[src/rtl/bus_pkg.sv]
// Shared encodings for the load/store unit to Wishbone bridge.
package bus_pkg;

    localparam logic [1:0] SIZE_B = 2'b00;
    localparam logic [1:0] SIZE_H = 2'b01;
    localparam logic [1:0] SIZE_W = 2'b10;

    localparam logic [1:0] ERR_OK    = 2'b00;
    localparam logic [1:0] ERR_MISAL = 2'b01;
    localparam logic [1:0] ERR_BUS   = 2'b10;
    localparam logic [1:0] ERR_TMO   = 2'b11;

    typedef enum logic [1:0] {StIdle, StStrobe, StWait, StFinish} state_e;

endpackage

[src/rtl/wb_lsu_align.sv]
// Lane steering for the bridge: byte selects and store shift on the request side,
// load extract and sign/zero extension on the response side.
module wb_lsu_align
    import bus_pkg::*;
(
    input  logic [1:0]  req_off,
    input  logic [1:0]  req_size,
    input  logic [31:0] req_wdata,
    output logic        req_misal,
    output logic [3:0]  req_sel,
    output logic [31:0] req_wdat,
    input  logic [1:0]  rsp_off,
    input  logic [1:0]  rsp_size,
    input  logic        rsp_unsigned,
    input  logic [31:0] rsp_data,
    output logic [31:0] rsp_rdata
);

    logic [3:0]  base_sel;
    logic [31:0] shifted;

    always_comb begin
        base_sel  = 4'b1111;
        req_misal = (req_off != 2'b00);
        // Size 11 falls through to the word encoding.
        case (req_size)
            SIZE_B: begin
                base_sel  = 4'b0001;
                req_misal = 1'b0;
            end
            SIZE_H: begin
                base_sel  = 4'b0011;
                req_misal = req_off[0];
            end
            default: begin
                base_sel  = 4'b1111;
                req_misal = (req_off != 2'b00);
            end
        endcase
        req_sel  = base_sel << req_off;
        req_wdat = req_wdata << {req_off, 3'b000};
    end

    always_comb begin
        shifted = rsp_data >> {rsp_off, 3'b000};
        case (rsp_size)
            SIZE_B: begin
                rsp_rdata = rsp_unsigned ? {24'h0, shifted[7:0]}
                                         : {{24{shifted[7]}}, shifted[7:0]};
            end
            SIZE_H: begin
                rsp_rdata = rsp_unsigned ? {16'h0, shifted[15:0]}
                                         : {{16{shifted[15]}}, shifted[15:0]};
            end
            default: rsp_rdata = shifted;
        endcase
    end

endmodule

[src/rtl/wb_lsu_bridge.sv]
// Converts one core load/store request into a single pipelined Wishbone B4 cycle,
// with misalignment, bus-error and timeout reporting.
module wb_lsu_bridge
    import bus_pkg::*;
#(
    parameter int unsigned TIMEOUT = 255
) (
    input  logic        wb_clk_i,
    input  logic        wb_rst_i,
    input  logic        core_req_i,
    input  logic        core_we_i,
    input  logic [31:0] core_addr_i,
    input  logic [1:0]  core_size_i,
    input  logic        core_unsigned_i,
    input  logic [31:0] core_wdata_i,
    output logic        core_busy_o,
    output logic        core_done_o,
    output logic [1:0]  core_err_o,
    output logic [31:0] core_rdata_o,
    output logic        wb_cyc_o,
    output logic        wb_stb_o,
    output logic        wb_we_o,
    output logic [31:0] wb_adr_o,
    output logic [31:0] wb_dat_o,
    output logic [3:0]  wb_sel_o,
    input  logic [31:0] wb_dat_i,
    input  logic        wb_ack_i,
    input  logic        wb_err_i,
    input  logic        wb_stall_i
);

    localparam logic [7:0] CntLast = 8'(TIMEOUT - 1);

    state_e      state_q, state_d;
    logic        we_q, uns_q;
    logic [1:0]  size_q, off_q;
    logic [31:0] adr_q, wdat_q;
    logic [3:0]  sel_q;
    logic [7:0]  cnt_q;

    logic        accept;
    logic [1:0]  err_d;
    logic        req_misal;
    logic [3:0]  req_sel;
    logic [31:0] req_wdat, rsp_rdata;

    logic        cyc_d, stb_d, we_d, busy_d, done_d;
    logic [31:0] adr_d, dat_d, rdata_d;
    logic [3:0]  sel_d;
    logic [1:0]  core_err_d;

    // FINISH already reports not-busy, so a held request is taken there too.
    assign accept = core_req_i && (state_q == StIdle || state_q == StFinish);

    wb_lsu_align u_align (
        .req_off      (core_addr_i[1:0]),
        .req_size     (core_size_i),
        .req_wdata    (core_wdata_i),
        .req_misal    (req_misal),
        .req_sel      (req_sel),
        .req_wdat     (req_wdat),
        .rsp_off      (off_q),
        .rsp_size     (size_q),
        .rsp_unsigned (uns_q),
        .rsp_data     (wb_dat_i),
        .rsp_rdata    (rsp_rdata)
    );

    always_ff @(posedge wb_clk_i or negedge wb_rst_i) begin
        if (!wb_rst_i) begin
            state_q <= StIdle;
        end else begin
            state_q <= state_d;
        end
    end

    always_comb begin
        state_d = state_q;
        err_d   = ERR_OK;
        unique case (state_q)
            StIdle, StFinish: begin
                if (core_req_i) begin
                    if (req_misal) begin
                        state_d = StFinish;
                        err_d   = ERR_MISAL;
                    end else begin
                        state_d = StStrobe;
                    end
                end else begin
                    state_d = StIdle;
                end
            end
            StStrobe: begin
                if (!wb_stall_i) state_d = StWait;
            end
            StWait: begin
                if (wb_err_i) begin
                    state_d = StFinish;
                    err_d   = ERR_BUS;
                end else if (wb_ack_i) begin
                    state_d = StFinish;
                    err_d   = ERR_OK;
                end else if (cnt_q == CntLast) begin
                    state_d = StFinish;
                    err_d   = ERR_TMO;
                end
            end
            default: state_d = StIdle;
        endcase
    end

    always_comb begin
        cyc_d      = (state_d == StStrobe) || (state_d == StWait);
        stb_d      = (state_d == StStrobe);
        busy_d     = cyc_d;
        done_d     = (state_d == StFinish);
        core_err_d = done_d ? err_d : ERR_OK;
        we_d       = 1'b0;
        adr_d      = '0;
        dat_d      = '0;
        sel_d      = '0;
        if (cyc_d) begin
            if (accept) begin
                we_d  = core_we_i;
                adr_d = {core_addr_i[31:2], 2'b00};
                dat_d = req_wdat;
                sel_d = req_sel;
            end else begin
                we_d  = we_q;
                adr_d = adr_q;
                dat_d = wdat_q;
                sel_d = sel_q;
            end
        end
        rdata_d = '0;
        if (state_q == StWait && done_d && err_d == ERR_OK && !we_q) rdata_d = rsp_rdata;
    end

    // Request latches and the timeout counter; stall cycles never reach the counter.
    always_ff @(posedge wb_clk_i or negedge wb_rst_i) begin
        if (!wb_rst_i) begin
            we_q   <= 1'b0;
            uns_q  <= 1'b0;
            size_q <= SIZE_B;
            off_q  <= 2'b00;
            adr_q  <= '0;
            wdat_q <= '0;
            sel_q  <= '0;
            cnt_q  <= '0;
        end else begin
            if (accept) begin
                we_q   <= core_we_i;
                uns_q  <= core_unsigned_i;
                size_q <= core_size_i;
                off_q  <= core_addr_i[1:0];
                adr_q  <= {core_addr_i[31:2], 2'b00};
                wdat_q <= req_wdat;
                sel_q  <= req_sel;
            end
            if (state_q == StStrobe) begin
                cnt_q <= '0;
            end else if (state_q == StWait) begin
                cnt_q <= cnt_q + 8'd1;
            end
        end
    end

    always_ff @(posedge wb_clk_i or negedge wb_rst_i) begin
        if (!wb_rst_i) begin
            wb_cyc_o     <= 1'b0;
            wb_stb_o     <= 1'b0;
            wb_we_o      <= 1'b0;
            wb_adr_o     <= '0;
            wb_dat_o     <= '0;
            wb_sel_o     <= '0;
            core_busy_o  <= 1'b0;
            core_done_o  <= 1'b0;
            core_err_o   <= ERR_OK;
            core_rdata_o <= '0;
        end else begin
            wb_cyc_o     <= cyc_d;
            wb_stb_o     <= stb_d;
            wb_we_o      <= we_d;
            wb_adr_o     <= adr_d;
            wb_dat_o     <= dat_d;
            wb_sel_o     <= sel_d;
            core_busy_o  <= busy_d;
            core_done_o  <= done_d;
            core_err_o   <= core_err_d;
            core_rdata_o <= rdata_d;
        end
    end

endmodule

[config.mk]
export PLATFORM = sky130hd
export DESIGN_NAME = wb_lsu_bridge
export DESIGN_NICKNAME = d
export VERILOG_FILES = /design/src/rtl/bus_pkg.sv /design/src/rtl/wb_lsu_align.sv /design/src/rtl/wb_lsu_bridge.sv
export SDC_FILE = /design/constraint.sdc
export NUM_CORES = 1
export LEC_CHECK = 0
export ABC_AREA = 1
export CORE_MARGIN = 10
export CORE_UTILIZATION = 52
export DETAILED_ROUTE_END_ITERATION = 8
export GPL_TIMING_DRIVEN = 1
export PLACE_DENSITY_LB_ADDON = 0.12
export REMOVE_ABC_BUFFERS = 1
export SYNTH_ARGS = -nofsm -noshare
export SYNTH_HDL_FRONTEND = slang
export SYNTH_SLANG_ARGS = --single-unit
[constraint.sdc]
create_clock -name wb_clk_i -period 4.6 [get_ports wb_clk_i]
set_input_delay 1.15 -clock wb_clk_i [delete_from_list [all_inputs] [get_ports wb_clk_i]]
set_output_delay 1.15 -clock wb_clk_i [all_outputs]
set_load 0.005 [all_outputs]
==> metrics.csv, run 1 <==
stage,metric,value,unit
setup_path,CP endpoint kind,flip-flop,
finish,Layout area overhead,34.33,%
clock_network,Max H-tree Level,4,
die,Die Span Y,144.2,um
drt,Detailed Routing Iterations Pass 1,5,
placed_design,Placed Area,0.01018,mm2
grt,total congestion overflow,0,
die,Core Region,0.01515,mm2
flow_run,max_cap viols,0,
clock_network,clk root buf,clkbuf_16,
synth,Syn. warnings,0,
finish,Fill cells,1189,
timing,f_max,296.4,MHz
clock_network,Post-CTS Setup Bufs,0,
synth,xor and xnor area share after synthesis,0.002182,
timing,final critical-path required period,3374,ps
synth,Synth cell types,33,
run_status,status,completed,
drt,Iter 0 DRT Violations,448,
power,total power,0.006832,W
grt,first-pass GRT wire length,33480,um
synth,Post-synth EDFFs,0,
placed_design,Post-DP HPWL,14030,um
die,Die Wd,144.2,um
timing,Final period util,0.7335,
setup_path,crit path kind,input port to flip-flop,
clock_network,Worst-Skew Late Latency,430,ps
clock_network,clock slew at reported path FFs,60,ps
setup_path,startpoint types,input port,
clock_network,CTS tree,yes,
synth,Synth Cell Area,0.008026,mm2
synth,"FF+latch count, synth",190,
timing,Setup Total Neg Slack,0,ps
synth,"Top FF cell, synth",dfrtp_1,
clock_network,clk sink count,190,
setup_path,Crit path required time,4910,ps
grt,initial antenna violation count,1,
finish,share of post-route cells with drive strength above 1,0.1003,
timing,Final Hold Vio Count,0,
synth,Compound-Gate Fraction of Synth Area,0.08542,
power,Leakage,5.194,nW
timing,"Setup violations, final",0,
clock_network,clk buf depth,2,
synth,largest family of logic cells by synthesized area,simple AND/OR/NAND/NOR gates,
synth,cells after synthesis,873,
setup_path,Worst R2R Setup Slack,1540,ps
power,Power Density,633.7,mW/mm2
finish,nets,1176,
placed_design,routability cong.,0.8322,
drt,Routed WL,21090,um
timing,clk_skew,9.746,ps
timing,Slew Limit Fails,0,
grt,largest net degree at the start of global routing,115,
die,Initial Util,0.5299,
die,Die Area,0.02081,mm2
setup_path,CP Data Arrival Time,3690,ps
power,Max rail drop VDD,0.6855,mV
synth,"Async S/R FF share, synth",1.000,
synth,Post-Synth Adder-Cell Area,0.009353,
timing,worst-margin pin slew,1058,ps
finish,Final Cell Area,0.01078,mm2
timing,unrepaired setup endpoints after global routing,false,
drt,DR vias/cell,5.046,
grt,vias in the first global route,6429,
worst_hold_path,Hold Crit Class,flip-flop to flip-flop,
drt,drt drc,0,
die,io pins,213,
drt,post-route ant nets,0,
placed_design,I/O Buffers,212,
clock_network,TritonCTS Buffers,17,
synth,post-synthesis mux area share,0.008730,
clock_network,hold-fix buffers at CTS,0,
setup_path,CP Max Fanout,70,
timing,Slew HR,0.2947,
synth,share of the yosys chip area belonging to registers,0.5924,
synth,synthesized area per cell,9.194,um2
grt,GR Util All Layers,0.2073,
drt,via count,6388,
die,Rows,45,
clock_network,# resized after CTS,0,
drt,Wirelength per Cell,16.66,um
synth,Simple-Gate Fraction of Synth Area,0.2176,
-- power by group --
part	switching [W]	leakage (nW)	internal (W)
Combinational	0.00167	2.46	0.00115
Sequential	0.000272	2.44	0.00226
Clock	0.000651	0.288	0.000824
-- sequential cells by signal (all words and copies together), names as in the netlist --
register and cells:
core_err_o 2, wb_sel_o 4, off_q 2, state_q 2, wdat_q 32, wb_stb_o 1
we_q 1, size_q 2, wb_we_o 1, core_rdata_o 32, wb_dat_o 32, wb_cyc_o 1
sel_q 4, adr_q 32, core_done_o 1, uns_q 1, wb_adr_o 32, cnt_q 8
-- logic make-up after synthesis --
family,Yosys count
DFF,190
buffers and inverters,156
xor gates and xnor gates,2
muxes,7
adders and majority gates,6
and+or+nand+nor,393
AOI/OAI and AO/OA,119
-- critical path, stage by stage --
cell	delay (ps)
clkdlybuf4s50_1	490
nand2_8	360
o311ai_0	370
ha_2	440
clkinv_1	470
and2_1	380
-- cells in the mapped netlist (2+ instances only) --
| master | number | area (um2) |
|---|---|---|
| xor2_1 | 2 | 17.52 |
| inv_4 | 2 | 12.51 |
| mux2i_1 | 7 | 70.07 |
| or2_2 | 48 | 300.3 |
| nand3_4 | 2 | 35.03 |
| nand3_1 | 47 | 235.2 |
| clkbuf_1 | 17 | 63.81 |
| inv_1 | 104 | 390.4 |
| o211ai_2 | 4 | 50.05 |
| a21oi_1 | 20 | 100.1 |
| o22ai_1 | 8 | 50.05 |
| nor3_1 | 6 | 30.03 |
| inv_2 | 4 | 15.01 |
| and2_1 | 2 | 12.51 |
| o21ai_0 | 68 | 340.3 |
| or2_1 | 2 | 12.51 |
| o211ai_1 | 17 | 127.6 |
| buf_4 | 6 | 45.04 |
| nor2_4 | 2 | 22.52 |
| nor2_1 | 90 | 337.8 |
| ha_1 | 6 | 75.07 |
| buf_6 | 6 | 67.56 |
| dfrtp_1 | 190 | 4755 |
| nand2_2 | 3 | 18.77 |
| buf_2 | 15 | 75.07 |
| nand2_1 | 188 | 705.7 |
-- routing by layer --
layer,vias up,track usage,share of wire
met2,215,0.3347,0.48
met1,3048,0.2548,0.40
met4,0,0.06064,0.015
met5,-,0,0
li1,3098,-,-
met3,27,0.07740,0.099
-- worst paths after layout --
check,startpoint,end,cells past startpoint
max,core_req_i,wb_sel_o[2]$_DFF_PN0_,6
min,sel_q[1]$_DFF_PN0_,sel_q[1]$_DFF_PN0_,2
max reg2reg,state_q[0]$_DFF_PN0_,wb_sel_o[2]$_DFF_PN0_,7
min reg2reg,sel_q[1]$_DFF_PN0_,sel_q[1]$_DFF_PN0_,2
max in group asynchronous,wb_rst_i,wb_adr_o[0]$_DFF_PN0_,2
min in group asynchronous,wb_rst_i,core_rdata_o[22]$_DFF_PN0_,1
-- metrics by stage --
| step | worst slack (ps) | hold slack, ps | instances | util |
|---|---|---|---|---|
| 2_1_floorplan | 416.8 | 443.5 | 828 | - |
| 3_3_place_gp | 853.7 | 456.7 | 1233 | 0.6724 |
| 3_5_place_dp | 790.9 | 459.9 | 1233 | 0.6724 |
| 4_1_cts | 1231 | 478.2 | 1265 | 0.7117 |
| 5_1_grt | 971.6 | 492.4 | 1265 | 0.7117 |
| 6_report | 1226 | 475.4 | 1266 | 0.7119 |
-- cells in the final DEF, fill, tap and decap left out, types with 5 or more instances in the layout --
master           netlist  final
o22ai_1                8      8
o21ai_0               68     68
inv_6                  0      5
ha_1                   6      5
o211ai_1              17     17
clkdlybuf4s50_1        0    211
dfrtp_1              190    190
mux2i_1                7      7
clkbuf_16              0     17
nand2_1              188    188
nor2_1                90     90
nor3_1                 6      6
a21oi_1               20     20
inv_1                104    104
or2_2                 48     48
nand3_1               47     47
-- final cells by class --
class                      count  area, um2  share of cell area
sequential                   190       4755              0.4410
multi-input combinational    527       2597              0.2409
timing repair buffer         217       2176              0.2018
clock buffer                  18      439.2             0.04073
inverter                     111      421.7             0.03911
tap                          188      235.2             0.02182
clock inverter                14      155.1             0.01439
antenna                        1      2.502           0.0002321
No activity file was read; power rests on OpenSTA's default activity.
==> run 2, diff against run 1 <==
CORE_UTILIZATION = 44   (was 52)
clock period = 2.79 ns   (was 4.6 ns; I/O delays follow)
==> run 2 against run 1 <==
Compared with the run above: cell count is 4.3% higher; utilization decreased by 9.6 points; clock skew grew 4.2 ps; combinational power increased by 80%; clock power rose by 74%; worst setup slack got worse by 830 ps; highest routed layer unchanged; via count fell by 0.64%; final area rose by 2.6%; wire length grew 3.4%.
==> metrics.csv, run 2 (synthesis gave the netlist of run 1 again) <==
stage,metric,value,unit,change
finish,Antenna diodes,0,,-1
finish,share of post-route cells with drive strength above 1,0.1126,,+0.01236
die,Rows,49,,+8.9%
setup_path,"Largest stage delay, worst path",490,ps,about the same
finish,"commonest cells after routing, fill and taps aside","211 x clkdlybuf4s50_1, 190 x dfrtp_1, 188 x nand2_1",,
setup_path,CP top delay family,adder cells,,
power,Leakage,5.318,nW,+2.4%
drt,Detailed Routing Iterations Pass 1,4,,-1
setup_path,Worst Setup EP,core_rdata_o[26]$_DFF_PN0_,,
grt,GR Util All Layers,0.1819,,-0.02541
die,io pins,213,,unchanged
drt,post-route ant nets,0,,unchanged
grt,largest net degree at the start of global routing,62,,-46%
setup_path,slowest CP cell,ha_1,,
clock_network,hold-fix buffers at CTS,0,,unchanged
timing,unrepaired setup endpoints after global routing,false,,
clock_network,CTS tree,yes,,
clock_network,clk sink count,190,,unchanged
timing,worst-margin pin slew,513.9,ps,-544.1 ps
grt,vias in the first global route,6481,,+0.81%
setup_path,cell repeated most along the worst path,inv_1,,
setup_path,Worst R2R Setup Slack,400,ps,-1140 ps
die,Die Wd,155.1,um,+7.5%
clock_network,clk buf depth,2,,unchanged
finish,Layout area overhead,37.85,%,
finish,nets,1191,,+1.3%
drt,Iter 0 DRT Violations,370,,-17%
clock_network,Post-CTS Setup Bufs,0,,unchanged
power,total power,0.01170,W,+71%
timing,Final period util,0.8570,,
placed_design,Post-DP HPWL,15280,um,+8.9%
setup_path,worst r2r src,state_q[0]$_DFF_PN0_,,
setup_path,buffers and inverters on the worst path,4,,+2
die,Core Region,0.01796,mm2,+19%
setup_path,stages on the worst setup path,13,,+7
timing,Final Hold Vio Count,0,,unchanged
drt,Routed WL,21820,um,+3.4%
setup_path,RR Endpoint,core_rdata_o[26]$_DFF_PN0_,,
power,Sequential Power Share,0.345,,-0.025
drt,drt drc,0,,unchanged
timing,f_max,418.2,MHz,
power,internal cell power,0.007260,W,+71%
setup_path,Crit path required time,3100,ps,-1810 ps
power,Gate power share,0.434,,+0.020
clock_network,clk root buf,clkbuf_16,,
power,Clk pwr share,0.221,,+0.005
power,Power Density,1058,mW/mm2,+67%
timing,"Setup violations, final",0,,unchanged
timing,clk_skew,13.93,ps,+4.180 ps
die,Initial Util,0.4468,,-0.08313
finish,"Core Util, Final",0.6159,,-0.09592
drt,DR vias/cell,4.805,,-4.8%
setup_path,CP Data Arrival Time,2700,ps,-990 ps
timing,final critical-path required period,2391,ps,
placed_design,routability cong.,0.7817,,-6.1%
die,Die Area,0.02404,mm2,+16%
clock_network,Max H-tree Level,4,,unchanged
run_status,status,completed,,
timing,setup ws final,398.9,ps,-827.3 ps
timing,Hold Worst Slack,251.4,ps,-224.0 ps
finish,"commonest non-fill, non-tap cell in the layout",clkdlybuf4s50_1,,
clock_network,clock slew at reported path FFs,70,ps,about the same
setup_path,crit path kind,flip-flop to flip-flop,,
flow_run,max_cap viols,0,,unchanged
die,Die Span Y,155.1,um,+7.5%
clock_network,TritonCTS Buffers,17,,unchanged
drt,via count,6347,,-0.64%
timing,Slew Limit Fails,0,,unchanged
setup_path,startpoint types,flip-flop,,
finish,Fill cells,1576,,+33%
power,Sw Pwr,0.004443,W,+71%
setup_path,Critical Path Source,state_q[0]$_DFF_PN0_,,
clock_network,# resized after CTS,0,,unchanged
worst_hold_path,Hold Crit Class,input port to asynchronous set/reset pin,,
timing,Setup Total Neg Slack,0,ps,unchanged
drt,Wirelength per Cell,16.52,um,-0.87%
grt,total congestion overflow,0,,unchanged
grt,initial antenna violation count,0,,-1
setup_path,CP Cell Sequence,inv_1 > ha_1 > nor2_1 > inv_1 > a21oi_1 > nor3_1 > inv_1 > ha_1 > nand3_1 > a21oi_1 > nand2_2 > buf_12 > nor2_1,,
clock_network,Worst-Skew Late Latency,430,ps,about the same
power,Max rail drop VDD,1.111,mV,+62%
setup_path,reg2reg path depth,13,,+6
placed_design,I/O Buffers,212,,unchanged
placed_design,setup slack at placement,73.46,ps,-717.4 ps
setup_path,CP endpoint kind,flip-flop,,
setup_path,CP Max Fanout,32,,-54%
grt,first-pass GRT wire length,34980,um,+4.5%
power,switch share,0.3797,,about the same
timing,Slew HR,0.6574,,+0.3627
-- run 2: changes by cell type in the layout (fill, tap and decap cells not counted) --
cell	change
inv_6	-3
clkinv_8	+3
clkinv_2	-2
clkinvlp_4	-1
diode_2	-1
buf_12	+6
clkbuf_8	-1
buf_4	+9
clkinv_4	-2
inv_8	+5
inv_12	+1
-- run 2: per-stage QoR --
stage,area [um2],std cells
after global routing,11060,1321
final,11060,1321
after detailed placement,10420,1289
after floorplan,7771,828
after global placement,10420,1289
after CTS,11060,1321
-- run 2: worst register-to-register path, stage by stage, from the launching register on --
cell and delay [ps]:
dfrtp_1 360, inv_1 60, ha_1 490, nor2_1 110
inv_1 150, a21oi_1 60, nor3_1 250, inv_1 90
ha_1 220, nand3_1 90, a21oi_1 50, nand2_2 90
buf_12 180, nor2_1 80
-- run 2: worst min path at each step --
stage	to	slack (ps)	cells after the start
after detailed placement	wdat_q[12]$_DFF_PN0_	460	2
after floorplan	adr_q[0]$_DFF_PN0_	400	0
after global routing	core_rdata_o[17]$_DFF_PN0_	280	1
after CTS	adr_q[7]$_DFF_PN0_	260	1
final	core_rdata_o[17]$_DFF_PN0_	250	1
after global placement	wdat_q[11]$_DFF_PN0_	460	2
-- run 2: power by group through the flow --
stage | clock network [W] | registers (W) | logic [W]
2_1_floorplan | 0 | 0.00414 | 0.00270
3_3_place_gp | 0 | 0.00406 | 0.00510
3_5_place_dp | 0 | 0.00409 | 0.00516
4_1_cts | 0.00266 | 0.00405 | 0.00519
5_1_grt | 0.00276 | 0.00413 | 0.00578
6_report | 0.00258 | 0.00404 | 0.00508
-- run 2: final cells by class --
type                            instances  area (um2)  share of cell area
Clock buffer                           17       425.4             0.03845
Timing Repair Buffer                  232        2364              0.2136
Inverter                              111       421.7             0.03811
Clock inverter                         15       215.2             0.01945
Multi-Input combinational cell        527        2597              0.2348
Sequential cell                       190        4755              0.4297
Tap cell                              229       286.5             0.02590
-- run 2: per-layer routing --
metal,global-route usage,up-vias,part of all wire
met5,0,-,0
met4,0.04318,0,0.0099
met3,0.06093,11,0.069
met2,0.3082,151,0.50
met1,0.2181,3053,0.42
li1,-,3132,-
==> run 3, diff against run 2 <==
clock period = 2.1 ns   (was 2.79 ns; I/O delays follow)
==> run 3 against run 2 <==
Compared with the run above: the flow now finishes with violations (setup timing); non-clock buffer count up 57; critical path depth down 3; utilization up 4.9 points; via count is 5.1% higher; die area stayed put; critical path type unchanged; largest power group unchanged.
==> metrics.csv, run 3 (synthesis gave the netlist of run 1 again) <==
stage,metric,value,unit,change
run_status,status,"complete, but fails checks",,
run_status,failing checks,setup timing,,
clock_network,CTS tree,yes,,
timing,Slew Limit Fails,0,,unchanged
setup_path,CP endpoint kind,flip-flop,,
flow_run,max_cap viols,0,,unchanged
clock_network,clk buf depth,2,,unchanged
power,Max rail drop VDD,0.9053,mV,-18%
drt,Wirelength per Cell,17.16,um,+3.9%
placed_design,Placed Cells,1327,,+2.9%
timing,clk_skew,17.54,ps,+3.613 ps
clock_network,clk sink count,190,,unchanged
drt,Iter 0 DRT Violations,320,,-14%
setup_path,Crit path required time,2470,ps,-630 ps
grt,first-pass GRT wire length,37100,um,+6.1%
setup_path,CP top delay family,buffers and inverters,,
power,total power,0.01738,W,+48%
setup_path,slowest CP cell,dfrtp_1,,
placed_design,I/O Buffers,212,,unchanged
drt,via count,6670,,+5.1%
finish,"Core Util, Final",0.6647,,+0.04876
finish,Antenna diodes,0,,unchanged
finish,share of post-route cells with drive strength above 1,0.2141,,+0.1015
die,Die Span Y,155.1,um,unchanged
setup_path,CP Data Arrival Time,2560,ps,-140 ps
drt,Routed WL,23650,um,+8.4%
die,Die Wd,155.1,um,unchanged
clock_network,Max H-tree Level,4,,unchanged
finish,"commonest cells after routing, fill and taps aside","211 x clkdlybuf4s50_1, 190 x dfrtp_1, 179 x nand2_1",,
die,Rows,49,,unchanged
timing,worst-margin pin slew,483.0,ps,-30.91 ps
finish,Final Non-Filler Cells,1378,,+4.3%
clock_network,clock slew at reported path FFs,80,ps,about the same
worst_hold_path,Hold Crit Class,input port to asynchronous set/reset pin,,
timing,Final period util,1.042,,+0.1845
drt,Detailed Routing Iterations Pass 1,5,,+1
clock_network,Worst-Skew Late Latency,440,ps,about the same
setup_path,worst r2r src,state_q[1]$_DFF_PN0_,,
die,Initial Util,0.4468,,unchanged
clock_network,clk root buf,clkbuf_16,,
placed_design,routability cong.,0.8131,,+4.0%
grt,vias in the first global route,6887,,+6.3%
setup_path,reg2reg path depth,10,,-3
finish,Layout area overhead,48.76,%,
setup_path,buffers and inverters on the worst path,3,,-1
timing,unrepaired setup endpoints after global routing,true,,
drt,DR vias/cell,4.840,,+0.74%
placed_design,Post-DP HPWL,16140,um,+5.6%
die,io pins,213,,unchanged
timing,f_max,457.2,MHz,+9.3%
setup_path,"Largest stage delay, worst path",410,ps,-80 ps
drt,post-route ant nets,0,,unchanged
drt,drt drc,0,,unchanged
setup_path,cell repeated most along the worst path,ha_4,,
die,Core Region,0.01796,mm2,unchanged
finish,"commonest non-fill, non-tap cell in the layout",clkdlybuf4s50_1,,
setup_path,CP Max Fanout,8,,-75%
grt,largest net degree at the start of global routing,53,,-15%
timing,final critical-path required period,2187,ps,-203.9 ps
setup_path,Worst R2R Setup Slack,-90,ps,-490 ps
power,Leakage,5.668,nW,+6.6%
timing,Final Hold Vio Count,0,,unchanged
finish,nets,1248,,+4.8%
die,Die Area,0.02404,mm2,unchanged
setup_path,RR Endpoint,core_rdata_o[4]$_DFF_PN0_,,
setup_path,stages on the worst setup path,10,,-3
grt,GR Util All Layers,0.1946,,+0.01269
timing,"Setup violations, final",43,,+43
clock_network,TritonCTS Buffers,17,,unchanged
timing,setup ws final,-87.23,ps,-486.1 ps
grt,total congestion overflow,0,,unchanged
grt,initial antenna violation count,0,,unchanged
setup_path,startpoint types,flip-flop,,
setup_path,CP Cell Sequence,ha_4 > buf_4 > o311ai_4 > buf_6 > ha_4 > nand3_4 > a21oi_4 > nand2_4 > buf_12 > nor2_2,,
power,Power Density,1455,mW/mm2,+38%
timing,Slew HR,0.6780,,+0.02060
setup_path,crit path kind,flip-flop to flip-flop,,
run 3: final cells by class:
type	count	area [um2]
Fill cell	1481	6023
Tap cell	229	286.5
Multi-Input combinational cell	527	2920
Timing Repair Buffer	289	2934
Sequential cell	190	4755
Clock buffer	17	425.4
Clock inverter	15	185.2
Inverter	111	434.2
run 3: report_power, final:
part	switching, W	internal (W)	total, W
combinational	0.00469	0.00403	0.00872
sequential	0.000431	0.00494	0.00537
clock	0.00165	0.00163	0.00328
run 3: worst max path at each step:
stage | from | end | slack (ps)
floorplan | state_q[0]$_DFF_PN0_ | wb_sel_o[2]$_DFF_PN0_ | -1840
global placement | wb_stall_i | core_rdata_o[1]$_DFF_PN0_ | -430
detailed placement | wb_stall_i | core_rdata_o[26]$_DFF_PN0_ | -470
CTS | state_q[1]$_DFF_PN0_ | wb_sel_o[2]$_DFF_PN0_ | -60
global route | state_q[0]$_DFF_PN0_ | core_rdata_o[4]$_DFF_PN0_ | -160
finish | state_q[1]$_DFF_PN0_ | core_rdata_o[4]$_DFF_PN0_ | -90
run 3: what timing repair did:
item	4_1_cts	5_1_grt
pin swaps	0	6
setup endpoints to repair	102	114
setup buffers	8	6
cloned	3	3
gates resized for setup	50	53
endpoints found under the hold margin	0	0
hold buffers	0	0
run 3: stage by stage:
stage	TNS (ps)	worst slack (ps)	hold slack [ps]	cell area [um2]
2_1_floorplan	-108050	-1842	229.4	7771
3_3_place_gp	-36340	-434.0	456.6	10710
3_5_place_dp	-38430	-473.0	459.8	10710
4_1_cts	-520.9	-60.12	44.90	11650
5_1_grt	-9228	-164.1	54.79	11940
6_report	-2558	-87.23	27.40	11940
run 3: metal layers:
metal | vias to the layer above | GRT usage | routed length (um)
li1 | 3248 | - | -
met1 | 3201 | 0.2309 | 9428
met2 | 197 | 0.3270 | 12050
met3 | 24 | 0.06562 | 1798
met4 | 0 | 0.05758 | 365
met5 | - | 0 | 0
